===== src/rtl/reuleaux_ctrl.sv =====
// Reuleaux triangle sequencer: derives three vertices from centre/diameter, runs the
// shared arc engine once per vertex and passes only the boundary arc of each circle to VGA.
module reuleaux_ctrl #(
    parameter int SCR_W = 160,
    parameter int SCR_H = 120,
    parameter int K6    = 37,
    parameter int K3    = 74
) (
    input  logic       clk,
    input  logic       rst_n,
    input  logic       start,
    input  logic [2:0] colour,
    input  logic [7:0] centre_x,
    input  logic [7:0] centre_y,
    input  logic [7:0] diameter,
    output logic       finished,
    output logic       error,
    output logic       arc_start,
    output logic [7:0] arc_centre_x,
    output logic [7:0] arc_centre_y,
    output logic [7:0] arc_radius,
    input  logic       arc_finished,
    input  logic [7:0] arc_x,
    input  logic [6:0] arc_y,
    input  logic       arc_plot,
    output logic [7:0] vga_x,
    output logic [6:0] vga_y,
    output logic [2:0] vga_colour,
    output logic       vga_plot
);

    typedef enum logic [3:0] {
        S_IDLE, S_CALC, S_RUN0, S_REL0, S_RUN1, S_REL1, S_RUN2, S_REL2, S_DONE
    } state_t;

    localparam logic signed [9:0] X_MAX = 10'(SCR_W - 1);
    localparam logic signed [9:0] Y_MAX = 10'(SCR_H - 1);

    state_t     state_reg, state_next;
    logic [2:0] colour_reg;
    logic [7:0] cx_reg, cy_reg, d_reg;
    logic [7:0] vx_reg [3];
    logic [6:0] vy_reg [3];
    logic       finished_reg, error_reg;

    logic [8:0]        h6_u, h3_u;
    logic signed [9:0] half_s, h6_s, h3_s, cx_s, cy_s;
    logic signed [9:0] vx_calc [3];
    logic signed [9:0] vy_calc [3];
    logic [2:0]        vert_bad;
    logic              calc_bad;
    logic [1:0]        sel;
    logic              keep;

    assign h6_u   = 9'((16'(d_reg) * 16'(K6)) >> 7);
    assign h3_u   = 9'((16'(d_reg) * 16'(K3)) >> 7);
    assign half_s = $signed({2'b00, d_reg >> 1});
    assign h6_s   = $signed({1'b0, h6_u});
    assign h3_s   = $signed({1'b0, h3_u});
    assign cx_s   = $signed({2'b00, cx_reg});
    assign cy_s   = $signed({2'b00, cy_reg});

    assign vx_calc[0] = cx_s;
    assign vy_calc[0] = cy_s - h3_s;
    assign vx_calc[1] = cx_s - half_s;
    assign vy_calc[1] = cy_s + h6_s;
    assign vx_calc[2] = cx_s + half_s;
    assign vy_calc[2] = cy_s + h6_s;

    generate
        for (genvar gi = 0; gi < 3; gi++) begin : g_vertex
            assign vert_bad[gi] = (vx_calc[gi] < 10'sd0) || (vx_calc[gi] > X_MAX) ||
                                  (vy_calc[gi] < 10'sd0) || (vy_calc[gi] > Y_MAX);

            // Vertices only update on a clean CALC so the engine params stay frozen otherwise
            always_ff @(posedge clk) begin
                if (!rst_n) begin
                    vx_reg[gi] <= '0;
                    vy_reg[gi] <= '0;
                end else if (state_reg == S_CALC && !calc_bad) begin
                    vx_reg[gi] <= vx_calc[gi][7:0];
                    vy_reg[gi] <= vy_calc[gi][6:0];
                end
            end
        end
    endgenerate

    assign calc_bad = |vert_bad;

    always_ff @(posedge clk) begin
        if (!rst_n) begin
            state_reg    <= S_IDLE;
            colour_reg   <= '0;
            cx_reg       <= '0;
            cy_reg       <= '0;
            d_reg        <= '0;
            finished_reg <= 1'b0;
            error_reg    <= 1'b0;
        end else begin
            state_reg    <= state_next;
            finished_reg <= (state_next == S_DONE);
            if (state_reg == S_IDLE && start) begin
                colour_reg <= colour;
                cx_reg     <= centre_x;
                cy_reg     <= centre_y;
                d_reg      <= diameter;
            end
            if (state_reg == S_CALC && calc_bad)
                error_reg <= 1'b1;
            else if (state_reg == S_DONE && !start)
                error_reg <= 1'b0;
        end
    end

    always_comb begin
        state_next = state_reg;
        arc_start  = 1'b0;
        sel        = 2'd0;
        keep       = 1'b0;
        case (state_reg)
            S_IDLE: if (start) state_next = S_CALC;
            S_CALC: state_next = calc_bad ? S_DONE : S_RUN0;
            S_RUN0: begin
                arc_start = 1'b1;
                keep      = (arc_y >= vy_reg[1]);
                if (arc_finished) state_next = S_REL0;
            end
            S_REL0: if (!arc_finished) state_next = S_RUN1;
            S_RUN1: begin
                arc_start = 1'b1;
                sel       = 2'd1;
                keep      = (arc_x >= cx_reg) && (arc_y <= vy_reg[1]);
                if (arc_finished) state_next = S_REL1;
            end
            S_REL1: begin
                sel = 2'd1;
                if (!arc_finished) state_next = S_RUN2;
            end
            S_RUN2: begin
                arc_start = 1'b1;
                sel       = 2'd2;
                keep      = (arc_x <= cx_reg) && (arc_y <= vy_reg[1]);
                if (arc_finished) state_next = S_REL2;
            end
            S_REL2: begin
                sel = 2'd2;
                if (!arc_finished) state_next = S_DONE;
            end
            S_DONE: if (!start) state_next = S_IDLE;
            default: state_next = S_IDLE;
        endcase
    end

    assign finished     = finished_reg;
    assign error        = error_reg;
    assign arc_centre_x = vx_reg[sel];
    assign arc_centre_y = {1'b0, vy_reg[sel]};
    assign arc_radius   = d_reg;
    assign vga_x        = arc_x;
    assign vga_y        = arc_y;
    assign vga_colour   = colour_reg;
    assign vga_plot     = arc_plot & keep;

endmodule


===== config.mk =====
export PLATFORM = sky130hd
export DESIGN_NAME = reuleaux_ctrl
export DESIGN_NICKNAME = d
export VERILOG_FILES = /design/src/rtl/reuleaux_ctrl.sv
export SDC_FILE = /design/constraint.sdc
export NUM_CORES = 1
export LEC_CHECK = 0
export BUFFER_PORTS_ARGS = -buffer_cell sky130_fd_sc_hd__buf_4
export CAP_MARGIN = 20
export CORE_ASPECT_RATIO = 0.9
export CORE_MARGIN = 5
export CORE_UTILIZATION = 57
export CTS_BUF_LIST = sky130_fd_sc_hd__clkbuf_8 sky130_fd_sc_hd__clkbuf_16
export CTS_CLUSTER_SIZE = 28
export DETAILED_ROUTE_END_ITERATION = 8
export GPL_TIMING_DRIVEN = 0
export PLACE_DENSITY_LB_ADDON = 0.2
export REMOVE_ABC_BUFFERS = 1
export SLEW_MARGIN = 15
export SYNTH_ARGS = -nofsm -noshare
export SYNTH_HDL_FRONTEND = slang
export SYNTH_SLANG_ARGS = --single-unit

===== constraint.sdc =====
create_clock -name clk -period 9.1 [get_ports clk]
set_clock_uncertainty 0.15 [all_clocks]
set_input_delay 1.82 -clock clk [delete_from_list [all_inputs] [get_ports clk]]
set_output_delay 1.82 -clock clk [all_outputs]
set_load 0.01 [all_outputs]

==> impl_results.md <==
* Result of the run: finished clean
* CTS tree: built
* Via count of the first global-routing pass at 4,519
* Relative slew slack at about 33%
* CTS-repair resized insts at 0
* Area of the die at 0.01146 mm²
* Post-CTS Hold Buffers at 0
* Routed met3 length at 873 µm
* Highest-count cells in the layout ignoring fill and taps: buf_4, nand2_1, ha_1, inv_1, nor2_1
* Post-CTS setup-driven buffer insertion count at 0
* Combinational cell fraction of total power at between 30% and 40%
* Deepest clock path buffer count at 2
* Top achievable clock speed at around 170 MHz
* Synth Area in Compound Gates at ~16%
* Final-stage net count at roughly 810
* Initial antenna violation count at 0
* Mean routed wirelength per cell at 15.11 µm
* ANT cells at 0
* Multiplexer share of the synthesized area at approximately 2.3%
* Global route total overflow at 0
* Sum of routed wire segments on met1 at 5286 µm
* HPWL after detailed placement at about 9700 µm
* Total power consumption of the routed design at approximately 910 µW
* Vias at between 4,000 and 5,000
* Final number of max-transition violations at 0
* Wire length of the first global-routing pass at roughly 20,000 µm
* Nature of the critical path endpoint: register
* Area after DPL at roughly 0.0061 mm²
* Required time of the critical path at approximately 9.0 ns
* Synthesized-area fraction occupied by adder cells at between 10% and 20%
* Root buffer cell: clkbuf_8
* Fraction of synthesized cell area in xor and xnor cells at 4.731%
* Final TNS setup at 0 ns
* Crit path launch type: register
* Core area at 0.009166 mm²
* Post-route minimum period at just under 6 ns
* Horizontal die dimension at 112.3 µm
* Number of flip-flops under the largest register name at 23
* Final cycle utilization of the critical path at approximately two thirds
* RD Place Congestion at about 0.86
* Switching power total at slightly above 300 µW
* Distinct cell type count after synthesis at 61
* Placed cell count at about 800
* Total wire length at about 12,000 µm
* R2R setup slack at between 3 and 4 ns
* Arrival time of data at the critical path endpoint at slightly below 6 ns
* Clk network pwr share at about 26%
* Post-synthesis area per instance at 8.590 µm²
* I/O pin total at slightly above 90
* Clock slew at reported path FFs at around 0.080 ns
* Synthesis-stage register bit count at 70
* Final standard cell utilization of the core at ~70%
* Hold/Removal Path Class: register to register
* Finished Cell Area at between 0.006 and 0.007 mm²
* Actual transition at the worst max-transition pin at slightly above 1 ns
* Share of final-layout standard cells stronger than drive strength 1 at roughly 18%
* Max-capacitance violation count at 0
* Initial detailed-routing violation count at slightly below 300
* PwrDens at between 100 and 150 mW/mm²
* Count of standard-cell rows at 33
* Input/output buffers at just over 90
* Top layer in use: met4
* Cell Area, Synth at between 0.005 and 0.006 mm²
* Count of final hold-check violations at 0
* Via-per-instance ratio at approximately 5.6
* Met2 wire length at 6014 µm
* Worst setup path category: register to register
* Register share of total power at between 40% and 50%
* Antenna violation net count after detailed routing at 0
* Switching Fraction at between 30% and 40%
* Maximum number of pins on one net before global-route repair at 31
* Insertion delay to the later sink of the worst-skew pair at approximately 0.34 ns
* First-pass iteration count of the detailed router at 5
* Main combinational cell family by area after synthesis: simple AND/OR/NAND/NOR gates
* Number of buffers created by CTS at 9
* Post-synth ARST share at 0%
* P&R area growth vs syn at 16.41%
* CTS sink cnt at 70
* Yosys warnings at 0
* Peak supply drop at around 0.11 mV
* Internal power at 606.8 µW
* RSZ-0062 raised after global routing: no
* Starting utilization of the core area at ~59%
* Leakage power at ~2.8 nW
* Prevailing post-synth register cell: edfxtp_1
* EDFF count, synth at 37
* Cells after Synth at approximately 630
* Total setup violations reported at the end of the flow at 0
* Commonest non-fill, non-tap cell in the layout: buf_4
* Largest fanout of any net on the critical path at 24
* Simple-gate share of the synthesized area at a little under a fifth
* Number of levels the H-tree was split into at 3
* Total routing resource utilization after global routing at about 22%
* Proportion of synthesized chip area in sequential cells at 33.00%
* Final routed DRC violation total at 0
* Die outline height at between 100 and 150 µm
* Post-Layout Cell Count at a little over 800
## power by group through the flow
stage	Clock [mW]	Combinational, mW	Sequential [mW]
after floorplan	0	0.208	0.374
after global placement	0	0.291	0.378
after detailed placement	0	0.307	0.378
after CTS	0.240	0.310	0.371
after global routing	0.253	0.345	0.374
final	0.235	0.309	0.371
## per-stage QoR
stage	hold slack (ns)	setup slack (ns)
floorplan	0.3036	1.567
global placement	0.2948	0.2479
detailed placement	0.3015	3.136
CTS	0.3124	3.085
global route	0.3395	2.756
finish	0.3066	3.140
## worst paths after layout
path	from	end	cells after the start
max reg2reg	arc_radius[4]	vy_reg[1][2]	21
min reg2reg	vga_colour[0]	vga_colour[0]	2
min	vga_colour[0]	vga_colour[0]	2
max	arc_radius[4]	vy_reg[1][2]	21
## synth_stat cells (2+ instances only)
library cell / number / area (µm²)
o21bai_1: 2 / 15.01
buf_2: 6 / 30.03
dfxtp_1: 33 / 660.6
a211oi_1: 5 / 37.54
and3_1: 7 / 43.79
nor2_1: 55 / 206.5
or3_1: 2 / 12.51
a21oi_1: 48 / 240.2
nor3_1: 13 / 65.06
o21ai_0: 37 / 185.2
nand4_1: 3 / 18.77
and2_1: 4 / 25.02
clkbuf_1: 14 / 52.55
buf_4: 17 / 127.6
nor4_1: 3 / 18.77
o31ai_1: 5 / 37.54
mux2i_1: 9 / 90.09
inv_1: 52 / 195.2
xor2_1: 11 / 96.34
xnor2_1: 18 / 157.7
nand2b_1: 7 / 43.79
o21a_1: 10 / 75.07
nand3b_1: 2 / 15.01
o2111ai_1: 4 / 35.03
nand2_1: 87 / 326.6
nor3b_1: 2 / 15.01
and4_1: 2 / 17.52
edfxtp_1: 37 / 1111
nand3_1: 6 / 30.03
mux2_2: 3 / 33.78
nor4b_1: 3 / 26.28
nor3_2: 2 / 20.02
fa_1: 7 / 140.1
ha_1: 65 / 813.3
a21o_1: 7 / 52.55
nor2b_1: 10 / 62.56
a211o_1: 2 / 17.52
a21oi_2: 2 / 17.52
## final cells by class
type                            instances  area, µm²
Clock buffer                           11      162.7
Clock inverter                          5      25.02
Fill cell                             767       2917
Inverter                               54      202.7
Multi-Input combinational cell        463       3194
Sequential cell                        70       1772
Tap cell                              122      152.6
Timing Repair Buffer                   94      740.7
## metal layers
layer / track usage (%) / vias to the layer above
met5: 0 / -
met4: 6.654 / 0
met3: 4.855 / 15
met2: 39.30 / 136
met1: 27.09 / 2144
li1: - / 2288
## logic make-up (layout without fill, tap and decap cells)
family / after synthesis / in the layout
flops: 70 / 70
compound gates: 138 / 138
mux: 12 / 12
xor+xnor: 29 / 29
buf+inv: 92 / 164
simple gates: 211 / 211
fa+ha+maj: 72 / 72
other cells: 1 / 1
## worst max-delay path, stage by stage, from the launching register on
cell	delay, ns
dfxtp_1	0.51
ha_1	0.29
ha_1	0.30
fa_1	0.49
ha_1	0.33
inv_1	0.06
o21bai_1	0.09
and2_1	0.20
o41a_1	0.36
nand2_1	0.14
a21oi_1	0.13
a211o_1	0.25
ha_1	0.36
a211oi_1	0.24
nand2_1	0.08
a21oi_1	0.14
o21ai_0	0.11
nor4_1	0.26
and4_1	0.26
nand2_1	0.15
o21ai_4	0.50
buf_16	0.24
(Power assumes the default switching activity.)
